[config.mk]
export PLATFORM = sky130hd
export DESIGN_NAME = march_sequencer
export DESIGN_NICKNAME = d
export VERILOG_FILES = /design/src/rtl/march_sequencer_pkg.sv /design/src/rtl/march_comparator.sv /design/src/rtl/march_sequencer.sv
export SDC_FILE = /design/constraint.sdc
export NUM_CORES = 1
export LEC_CHECK = 0
export BUFFER_PORTS_ARGS = -buffer_cell sky130_fd_sc_hd__clkbuf_2
export CAP_MARGIN = 20
export CORE_MARGIN = 1
export CORE_UTILIZATION = 55
export DETAILED_ROUTE_END_ITERATION = 8
export PLACE_DENSITY = 0.79
export SLEW_MARGIN = 15
export SYNTH_ARGS = -nofsm -noshare
export SYNTH_HDL_FRONTEND = slang
export SYNTH_HIERARCHICAL = 1
export SYNTH_SLANG_ARGS = --single-unit
[constraint.sdc]
create_clock -name clk -period 2.7 [get_ports clk]
set_input_delay 0.135 -clock clk [delete_from_list [all_inputs] [get_ports clk]]
set_output_delay 0.135 -clock clk [all_outputs]
set_load 0.1 [all_outputs]
[src/rtl/march_sequencer_pkg.sv]
// Shared defines and types for the March C- sequencer: address modes, FSM states, element table.
`ifndef MARCH_SEQUENCER_DEFINES
`define MARCH_SEQUENCER_DEFINES
`define ADDR_WIDTH 8
`define ADMD_LIUD 1'b0
`define ADMD_PRUD 1'b1
`endif

package march_sequencer_pkg;

    localparam logic ADMD_LIUD = `ADMD_LIUD;
    localparam logic ADMD_PRUD = `ADMD_PRUD;
    localparam logic [2:0] LAST_ELEM = 3'd5;

    typedef enum logic [2:0] {
        ST_IDLE  = 3'd0,
        ST_LOAD  = 3'd1,
        ST_RUN   = 3'd2,
        ST_DRAIN = 3'd3,
        ST_DONE  = 3'd4
    } state_t;

    typedef struct packed {
        logic down;
        logic two_ops;
        logic op0_wr;
        logic op0_val;
        logic op1_wr;
        logic op1_val;
    } elem_t;

    // March C-: M0 (w0), M1 up(r0,w1), M2 up(r1,w0), M3 down(r0,w1), M4 down(r1,w0), M5 (r0)
    function automatic elem_t elem_info(input logic [2:0] idx);
        elem_t e;
        case (idx)
            3'd0:    e = '{down: 1'b0, two_ops: 1'b0, op0_wr: 1'b1, op0_val: 1'b0, op1_wr: 1'b0, op1_val: 1'b0};
            3'd1:    e = '{down: 1'b0, two_ops: 1'b1, op0_wr: 1'b0, op0_val: 1'b0, op1_wr: 1'b1, op1_val: 1'b1};
            3'd2:    e = '{down: 1'b0, two_ops: 1'b1, op0_wr: 1'b0, op0_val: 1'b1, op1_wr: 1'b1, op1_val: 1'b0};
            3'd3:    e = '{down: 1'b1, two_ops: 1'b1, op0_wr: 1'b0, op0_val: 1'b0, op1_wr: 1'b1, op1_val: 1'b1};
            3'd4:    e = '{down: 1'b1, two_ops: 1'b1, op0_wr: 1'b0, op0_val: 1'b1, op1_wr: 1'b1, op1_val: 1'b0};
            3'd5:    e = '{down: 1'b0, two_ops: 1'b0, op0_wr: 1'b0, op0_val: 1'b0, op1_wr: 1'b0, op1_val: 1'b0};
            default: e = '0;
        endcase
        return e;
    endfunction

endpackage

[src/rtl/march_comparator.sv]
// Read-data checker: registers expected bit and address with each read, compares one cycle later.
// Latency: fail/fail_addr update the edge after the compare cycle. No backpressure; fail is sticky until clear.
module march_comparator #(
    parameter int ADDR_WIDTH = 8,
    parameter int DATA_WIDTH = 8
) (
    input  logic                  clk,
    input  logic                  rst_n,
    input  logic                  clear,
    input  logic                  rd,
    input  logic                  exp_val,
    input  logic [ADDR_WIDTH-1:0] addr,
    input  logic [DATA_WIDTH-1:0] rdata,
    output logic                  fail,
    output logic [ADDR_WIDTH-1:0] fail_addr
);

    logic                  chk;
    logic                  exp_q;
    logic [ADDR_WIDTH-1:0] addr_q;
    logic                  mism;

    assign mism = chk && (rdata != {DATA_WIDTH{exp_q}});

    always_ff @(posedge clk or negedge rst_n) begin
        if (!rst_n) begin
            chk       <= 1'b0;
            exp_q     <= 1'b0;
            addr_q    <= '0;
            fail      <= 1'b0;
            fail_addr <= '0;
        end else if (clear) begin
            chk       <= 1'b0;
            exp_q     <= 1'b0;
            addr_q    <= '0;
            fail      <= 1'b0;
            fail_addr <= '0;
        end else begin
            chk    <= rd;
            exp_q  <= exp_val;
            addr_q <= addr;
            // only the first mismatch is recorded
            if (mism && !fail) begin
                fail      <= 1'b1;
                fail_addr <= addr_q;
            end
        end
    end

endmodule

[src/rtl/march_sequencer.sv]
// March C- test sequencer driving an external address counter and a memory port.
// Latency: one op per cycle, one LOAD cycle per element, one DRAIN cycle. No backpressure; start ignored while busy.
module march_sequencer
    import march_sequencer_pkg::*;
#(
    parameter int ADDR_WIDTH = `ADDR_WIDTH,
    parameter int DATA_WIDTH = 8
) (
    input  logic                  clk,
    input  logic                  rst_n,
    input  logic                  start_in,
    input  logic                  admd_cfg_in,
    input  logic [ADDR_WIDTH-1:0] tas_in,
    input  logic [DATA_WIDTH-1:0] rdata_in,
    output logic                  admd_out,
    output logic                  hold_out,
    output logic                  updwn_out,
    output logic                  s_out,
    output logic                  r_out,
    output logic                  we_out,
    output logic                  re_out,
    output logic [DATA_WIDTH-1:0] wdata_out,
    output logic                  done_out,
    output logic                  fail_out,
    output logic [ADDR_WIDTH-1:0] fail_addr_out
);

    localparam logic [ADDR_WIDTH:0] LAST_LIUD = {1'b0, {ADDR_WIDTH{1'b1}}};
    localparam logic [ADDR_WIDTH:0] LAST_PRUD = {1'b0, {(ADDR_WIDTH-1){1'b1}}, 1'b0};

    state_t              state, nstate;
    logic [2:0]          elem, nelem;
    logic                op, nop;
    logic [ADDR_WIDTH:0] visit, nvisit;
    logic                nadmd;
    logic                start_go;
    logic                two_ops;
    logic                exp_val;
    elem_t               ninfo;
    logic                nwr, nval, nlast_op, nlast_visit;
    logic                cur_last_op, cur_last_visit;

    assign cur_last_op    = !two_ops || op;
    assign cur_last_visit = visit == ((admd_out == ADMD_PRUD) ? LAST_PRUD : LAST_LIUD);

    always_comb begin
        nstate   = state;
        nelem    = elem;
        nop      = op;
        nvisit   = visit;
        nadmd    = admd_out;
        start_go = 1'b0;
        case (state)
            ST_IDLE, ST_DONE: begin
                if (start_in) begin
                    nstate   = ST_LOAD;
                    nelem    = '0;
                    nop      = 1'b0;
                    nvisit   = '0;
                    nadmd    = admd_cfg_in;
                    start_go = 1'b1;
                end
            end
            ST_LOAD: nstate = ST_RUN;
            ST_RUN: begin
                if (!cur_last_op) begin
                    nop = 1'b1;
                end else begin
                    nop = 1'b0;
                    if (!cur_last_visit) begin
                        nvisit = visit + 1'b1;
                    end else begin
                        nvisit = '0;
                        if (elem == LAST_ELEM) begin
                            nstate = ST_DRAIN;
                        end else begin
                            nelem  = elem + 3'd1;
                            nstate = ST_LOAD;
                        end
                    end
                end
            end
            ST_DRAIN: nstate = ST_DONE;
            default:  nstate = ST_IDLE;
        endcase
    end

    // Outputs are decoded from the next state so they are registered, not combinational.
    assign ninfo       = elem_info(nelem);
    assign nwr         = nop ? ninfo.op1_wr  : ninfo.op0_wr;
    assign nval        = nop ? ninfo.op1_val : ninfo.op0_val;
    assign nlast_op    = !ninfo.two_ops || nop;
    assign nlast_visit = nvisit == ((nadmd == ADMD_PRUD) ? LAST_PRUD : LAST_LIUD);

    always_ff @(posedge clk or negedge rst_n) begin
        if (!rst_n) begin
            state     <= ST_IDLE;
            elem      <= '0;
            op        <= 1'b0;
            visit     <= '0;
            two_ops   <= 1'b0;
            exp_val   <= 1'b0;
            admd_out  <= 1'b0;
            s_out     <= 1'b0;
            r_out     <= 1'b0;
            we_out    <= 1'b0;
            re_out    <= 1'b0;
            wdata_out <= '0;
            hold_out  <= 1'b1;
            updwn_out <= 1'b0;
            done_out  <= 1'b0;
        end else begin
            state     <= nstate;
            elem      <= nelem;
            op        <= nop;
            visit     <= nvisit;
            two_ops   <= ninfo.two_ops;
            exp_val   <= nval;
            admd_out  <= nadmd;
            s_out     <= (nstate == ST_LOAD) && !ninfo.down;
            r_out     <= (nstate == ST_LOAD) && ninfo.down;
            we_out    <= (nstate == ST_RUN) && nwr;
            re_out    <= (nstate == ST_RUN) && !nwr;
            wdata_out <= {DATA_WIDTH{(nstate == ST_RUN) && nwr && nval}};
            hold_out  <= !((nstate == ST_RUN) && nlast_op && !nlast_visit);
            updwn_out <= ((nstate == ST_LOAD) || (nstate == ST_RUN)) && ninfo.down;
            done_out  <= nstate == ST_DONE;
        end
    end

    march_comparator #(
        .ADDR_WIDTH (ADDR_WIDTH),
        .DATA_WIDTH (DATA_WIDTH)
    ) u_cmp (
        .clk       (clk),
        .rst_n     (rst_n),
        .clear     (start_go),
        .rd        (re_out),
        .exp_val   (exp_val),
        .addr      (tas_in),
        .rdata     (rdata_in),
        .fail      (fail_out),
        .fail_addr (fail_addr_out)
    );

endmodule

== Word level (Yosys, flattened, before mapping) ==
Cells that the tools add are included.

* Flip-flop bits (word level): 46
* Latch bits: 0
* Memory bits (writable): 0
* ROM bits: 0
* Bits of input ports: 20
* Output and inout port bits: 25
* Word-level logic and storage cells: 94
* Memories kept: 0

* Add/subtract/negate cells: 2
* $mul: 0
* Div/mod/pow operators: 0
* Order comparisons: 0
* Equal/unequal tests: 15
* Shift operators: 0
* Multiplexer cells: 33
* Bitwise operators: 0
* Reduce and logical (&&, ||, !) cells: 24

{| class="wikitable"
|+ Operator list
! cell !! number
|-
| case mux 6 bit (5 select lines) || 1
|-
| 2-to-1 mux 9 bit || 3
|-
| 2-to-1 mux 8 bit || 3
|-
| 2-to-1 mux 3 bit || 7
|-
| equality test 9 x 8 -> 1 bit || 2
|-
| case mux 9 bit (2 select lines) || 1
|-
| equality test 3 x 2 -> 1 bit (second input constant) || 5
|-
| 2-to-1 mux 1 bit || 14
|-
| equality test 3 bit (second input constant) || 4
|-
| case mux 3 bit (4 select lines) || 1
|-
| logical AND 1 bit || 10
|-
| adder 9 x 1 -> 9 bit (second input constant) || 1
|-
| equality test 3 x 1 -> 1 bit (second input constant) || 3
|-
| != test 8 bit || 1
|-
| logical NOT 1 bit || 7
|-
| logical NOT 3 bit || 2
|-
| case mux 3 bit (2 select lines) || 1
|-
| adder 3 x 1 -> 3 bit (second input constant) || 1
|-
| logical OR 1 bit || 3
|-
| 2-to-1 mux 2 bit || 1
|-
| case mux 1 bit (2 select lines) || 1
|-
| nonzero test 2 bit || 1
|-
| OR reduction 2 bit || 1
|}

== Depth between registers and ports, before layout ==
* Depth in word-level cells: 12
* Gate-level depth with buffers: 9
* Mapped depth without buffers: 8

== Modules after synthesis ==
The synthesis kept the hierarchy.

{| class="wikitable"
|+ By module, submodules not included
! module !! times used !! cells an instance !! area each (µm²) !! seq. area each (µm²)
|-
| march_sequencer || 1 || 161 || 1577.8 || 676.9
|-
| march_comparator || 1 || 65 || 822.0 || 475.5
|}

== Worst setup path after synthesis ==
Ideal clock, no wire load.

* Path kind: register -> register
* From: reg admd_out
* To: reg, netlist name wdata_out[0]
* Library setup time: 0.095 ns
* Arrival: 2.530 ns
* Data required time: 2.605 ns
* Slack: 0.076 ns
* Cell stages (with the launch flop): 8
* Path buffers: 0
* Clock period less this slack: 2.624 ns
* Cells stage by stage: dfrtp_1 xor2_2 nor3b_4 nand3_2 o22a_1 or3_4 and2_4 nor4_4

* Longest elaborated chain between the ends: 10
* Elaborated cells between the ends (all ways): 19
* Those cells by class: eq/ne: 6; mux: 10; reduce/logical: 3

{| class="wikitable"
|+ RTL lines
! item !! line !! text
|-
| start: declaration || march_sequencer.sv:15 || <nowiki>output logic admd_out,</nowiki>
|-
| start signal: assignment || march_sequencer.sv:119 || <nowiki>admd_out <= nadmd;</nowiki>
|-
| 2-to-1 mux 1 bit (*) || march_sequencer.sv:44 || <nowiki>assign cur_last_visit = visit == ((admd_out == ADMD_PRUD) ? LAST_PRUD : LAST_LIUD);</nowiki>
|-
| equality test 9 x 8 -> 1 bit (*) || march_sequencer.sv:44 ||
|-
| 2-to-1 mux 3 bit || march_sequencer.sv:70 || <nowiki>if (!cur_last_visit) begin</nowiki>
|-
| 2-to-1 mux 3 bit || march_sequencer.sv:66 || <nowiki>if (!cur_last_op) begin</nowiki>
|-
| case mux 3 bit (2 select lines) || march_sequencer.sv:53 || <nowiki>case (state)</nowiki>
|-
| equality test 3 bit, or another cell as far along || march_sequencer_pkg.sv:35 || <nowiki>case (idx)</nowiki>
|-
| case mux 6 bit (5 select lines) || march_sequencer_pkg.sv:35 ||
|-
| 2-to-1 mux 1 bit || march_sequencer.sv:90 || <nowiki>assign nwr = nop ? ninfo.op1_wr : ninfo.op0_wr;</nowiki>
|-
| logical AND 1 bit || march_sequencer.sv:124 || <nowiki>wdata_out <= {DATA_WIDTH{(nstate == ST_RUN) && nwr && nval}};</nowiki>
|-
| logical AND 1 bit (*) || march_sequencer.sv:124 ||
|}

Every way passes the cells marked *; elsewhere a longest branch is shown, timed or not.
A chain may end at the register's enable or synchronous reset.

== Worst setup path in the final report ==
* From: reg visit[0]
* To: reg hold_out

* Elaborated cells between the ends (all ways): 26
* Those cells by class: add/sub: 1; eq/ne: 7; mux: 11; reduce/logical: 7

{| class="wikitable"
|+ RTL lines
! item !! line !! text
|-
| start: declaration || march_sequencer.sv:34 || <nowiki>logic [ADDR_WIDTH:0] visit, nvisit;</nowiki>
|-
| start signal: assignment || march_sequencer.sv:116 || <nowiki>visit <= nvisit;</nowiki>
|-
| adder 9 x 1 -> 9 bit / equality test 9 x 8 -> 1 bit (equally long branches) || march_sequencer.sv:71, march_sequencer.sv:44 ||
|-
| 2-to-1 mux 9 bit (*) || march_sequencer.sv:70 ||
|-
| 2-to-1 mux 9 bit (*) || march_sequencer.sv:66 ||
|-
| case mux 9 bit (2 select lines) (*) || march_sequencer.sv:53 ||
|-
| net nvisit[8] || march_sequencer.sv:34 ||
|-
| equality test 9 x 8 -> 1 bit (*) || march_sequencer.sv:93 || <nowiki>assign nlast_visit = nvisit == ((nadmd == ADMD_PRUD) ? LAST_PRUD : LAST_LIUD);</nowiki>
|-
| logical NOT 1 bit (*) || march_sequencer.sv:125 || <nowiki>hold_out <= !((nstate == ST_RUN) && nlast_op && !nlast_visit);</nowiki>
|-
| logical AND 1 bit (*) || march_sequencer.sv:125 ||
|-
| logical NOT 1 bit (*) || march_sequencer.sv:125 ||
|-
| end signal: assignment || march_sequencer.sv:125 ||
|-
| end: declaration || march_sequencer.sv:16 || <nowiki>output logic hold_out,</nowiki>
|}

Mark *: on every way through the listed nets, which the timed path passes. The rest lies on a longest branch.

==> metrics <==
Worst-path clk slew=0.08 ns; worst skew pair latency=0.29 ns; crit path from=visit[0]$_DFF_PN0_; # H-tree levels=2; clk buf depth=2; Clock Sinks=46; Syn Area/Cell=10.6 um2; Hold Path Class=in2reg; post-detailed-route count of antenna-violating nets=0; Die Y=68.1 um; Worst slew margin=0.528; synthesized area=2400 um2; commonest non-fill, non-tap cell in the layout=dfrtp_1; GP Congestion=0.896; minimum clock period=2.45 ns; PD cells=805 nW/um2; Worst Setup Start Kind=register; r2r endpoint=hold_out$_DFF_PN1_; total CTS buffers=5; Core Region=4090 um2; Leak=1.29 nW; Yosys Warn Count=6; Peak VDD IR=about 0.45 mV; setup total negative slack=0 ns; die area=4630 um2; asr flop ratio synth=1.00; slowest CP cell=dfrtp_1; ys flop type=dfrtp_1; CP Capture Type=register; 1st-iter DRT viols=112; FF-to-FF setup slack=0.25 ns; critical path, cell by cell=ha_1 > inv_1 > or3_1 > nor3_1 > mux2_2 > or2_0 > nor4b_1 > a311o_1; postcts setup bufs=0; starting density of the core=0.587; vias=around 1800; Cell Count, Final, Fillers Out=321; Worst Tran Pin Value=0.709 ns; final wirelength=between 4000 and 5000 um; I/O Pins=45; Clock Tree Root=clkbuf_8; vias in the first global route=1696; Final Hold Fails=0; Seq/Total Area, Yosys=0.480; Placed Instances=312; Inserted Diodes=0; Max Cap Viol=0; Worst R2R Start=visit[0]$_DFF_PN0_; outcome=finished clean; pre-CTS setup slack=0.273 ns; Post-Syn Instances=226; nets=approximately 290; Reg area=about 1200 um2; commonest cells after routing, fill and taps aside=45 x dfrtp_1, 44 x clkbuf_2, 22 x nand2b_1, 19 x nand2_1, 14 x nor2b_1; number of placement rows=23; all-layer global routing usage=0.225; number of remaining DRC errors=0; layout cells sized above 1=0.299; Net Count, Synth=249; number of synthesized register bits=46; setup violators final=0; count of cell types in the netlist=61; die width=68.1 um; hpwl dp=3450 um; Worst Reg-to-Reg Cells=8; CTS tree=yes; Fmax=409 MHz; first-pass GRT wire length=7580 um; Synth-to-Final Area Change=16.2%; clock skew=between 0.004 and 0.005 ns; area of the multi-input gates=1140 um2; CP required=2.94 ns; detailed-router iteration count before antenna repair=4; RSZ-0062 raised after global routing=false; Port Buf Inserts=44; EDFF count, synth=0; period utilization=0.906; Crit Path Max Fanout=6; Slew Viols, Final=0; crit path to=hold_out$_DFF_PN1_; Worst Setup Path Type=reg2reg; fillers=327; crit path DAT=2.68 ns; antenna violations before repair=0; largest net degree at the start of global routing=29; Overflow after GRT=0; Setup WS post-layout=0.253 ns; Slowest Stage Delay on Critical Path=0.47 ns; Finished Core Util=0.682; WL/cell=14.3 um; vias per std cell=5.47
[per-stage QoR]
stage | power, mW | instance area, um2 | hold slack (ns)
4_1_cts | 2.26 | 2790 | 0.0552
2_1_floorplan | 1.46 | 2400 | -0.161
5_1_grt | 2.37 | 2790 | 0.0418
6_report | 2.24 | 2790 | 0.0628
3_5_place_dp | 1.64 | 2640 | 0.222
3_3_place_gp | 1.62 | 2640 | 0.211
[worst max-delay path, delay by kind of cell (launching register included)]
family,cells,cell delay [ns]
fa+ha+maj,1,0.22
simple gates,4,1.08
compound gates,1,0.20
buf+inv,1,0.05
flops,1,0.47
mux,1,0.36
[synthesized netlist by cell type (2+ instances only)]
cell / count / area (um2)
a21oi_1: 10 / 50.1
a31oi_1: 4 / 25.0
and2_1: 2 / 12.5
and3_1: 2 / 12.5
buf_4: 8 / 60.1
clkbuf_1: 3 / 11.3
dfrtp_1: 45 / 1130
ha_1: 3 / 37.5
inv_1: 9 / 33.8
mux2_2: 2 / 22.5
mux2i_1: 9 / 90.1
nand2_1: 19 / 71.3
nand2b_1: 22 / 138
nand3_1: 3 / 15.0
nand4_1: 2 / 12.5
nor2_1: 8 / 30.0
nor2b_1: 14 / 87.6
nor3_1: 3 / 15.0
nor4_1: 3 / 18.8
nor4_4: 2 / 42.5
o21ai_0: 5 / 25.0
o21ai_1: 3 / 15.0
o31ai_1: 2 / 15.0
or2_2: 2 / 12.5
or3_1: 2 / 12.5
xnor2_1: 4 / 35.0
[what timing repair did]
action / CTS / global route
gates resized for setup: 0 / 0
hold endpoints to repair: 27 / 0
hold buffers: 1 / 0
[how the worst min path moves through the flow]
stage / from / end / slack [ns] / depth (start not counted)
6_report: tas_in[5] / u_cmp/addr_q[5]$_DFF_PN0_ / 0.06 / 2
4_1_cts: tas_in[3] / u_cmp/addr_q[3]$_DFF_PN0_ / 0.06 / 2
2_1_floorplan: rst_n / admd_out$_DFF_PN0_ / -0.16 / 0
5_1_grt: tas_in[5] / u_cmp/addr_q[5]$_DFF_PN0_ / 0.04 / 2
3_5_place_dp: rst_n / u_cmp/fail_addr[3]$_DFFE_PN0P_ / 0.22 / 1
3_3_place_gp: rst_n / u_cmp/fail_addr[3]$_DFFE_PN0P_ / 0.21 / 1
[layout make-up]
type / instances / share of cell area
inverters: 9 / 0.0121
repair buffers: 49 / 0.0933
clock buffers: 6 / 0.0296
well taps: 50 / 0.0224
clock inverters: 2 / 0.0215
multi-input cells: 159 / 0.408
flip-flops and latches: 46 / 0.413
[flip-flops by register name (all words and copies together) (netlist names), 3 cells and up]
| signal | count |
|---|---|
| u_cmp/addr_q | 8 |
| u_cmp/fail_addr | 8 |
| state | 3 |
| elem | 3 |
| visit | 9 |
[cell families (layout without fill, tap and decap cells)]
kind of cell | after synthesis | count (layout) | synth area share
AO/OA/AOI/OAI | 39 | 39 | 0.112
multiplexers | 11 | 11 | 0.0469
flip-flops | 46 | 46 | 0.480
adder cells (fa/ha/maj) | 3 | 3 | 0.0156
XOR/XNOR | 5 | 5 | 0.0214
AND/OR/NAND/NOR | 101 | 101 | 0.278
buffers and inverters | 21 | 66 | 0.0459
[per-layer routing]
layer | vias up | routed length (um) | GRT usage
li1 | 865 | - | -
met1 | 849 | 2070 | 0.279
met2 | 37 | 2260 | 0.377
met3 | 6 | 184 | 0.0550
met4 | 0 | 63 | 0.0781
met5 | - | 0 | 0
[where the power goes]
group / switching, mW / internal, mW / total, mW
clock: 0.225 / 0.395 / 0.620
combinational: 0.531 / 0.232 / 0.763
sequential: 0.0809 / 0.781 / 0.862
total: 0.837 / 1.41 / 2.24
Power figures use the tool's default switching activity.
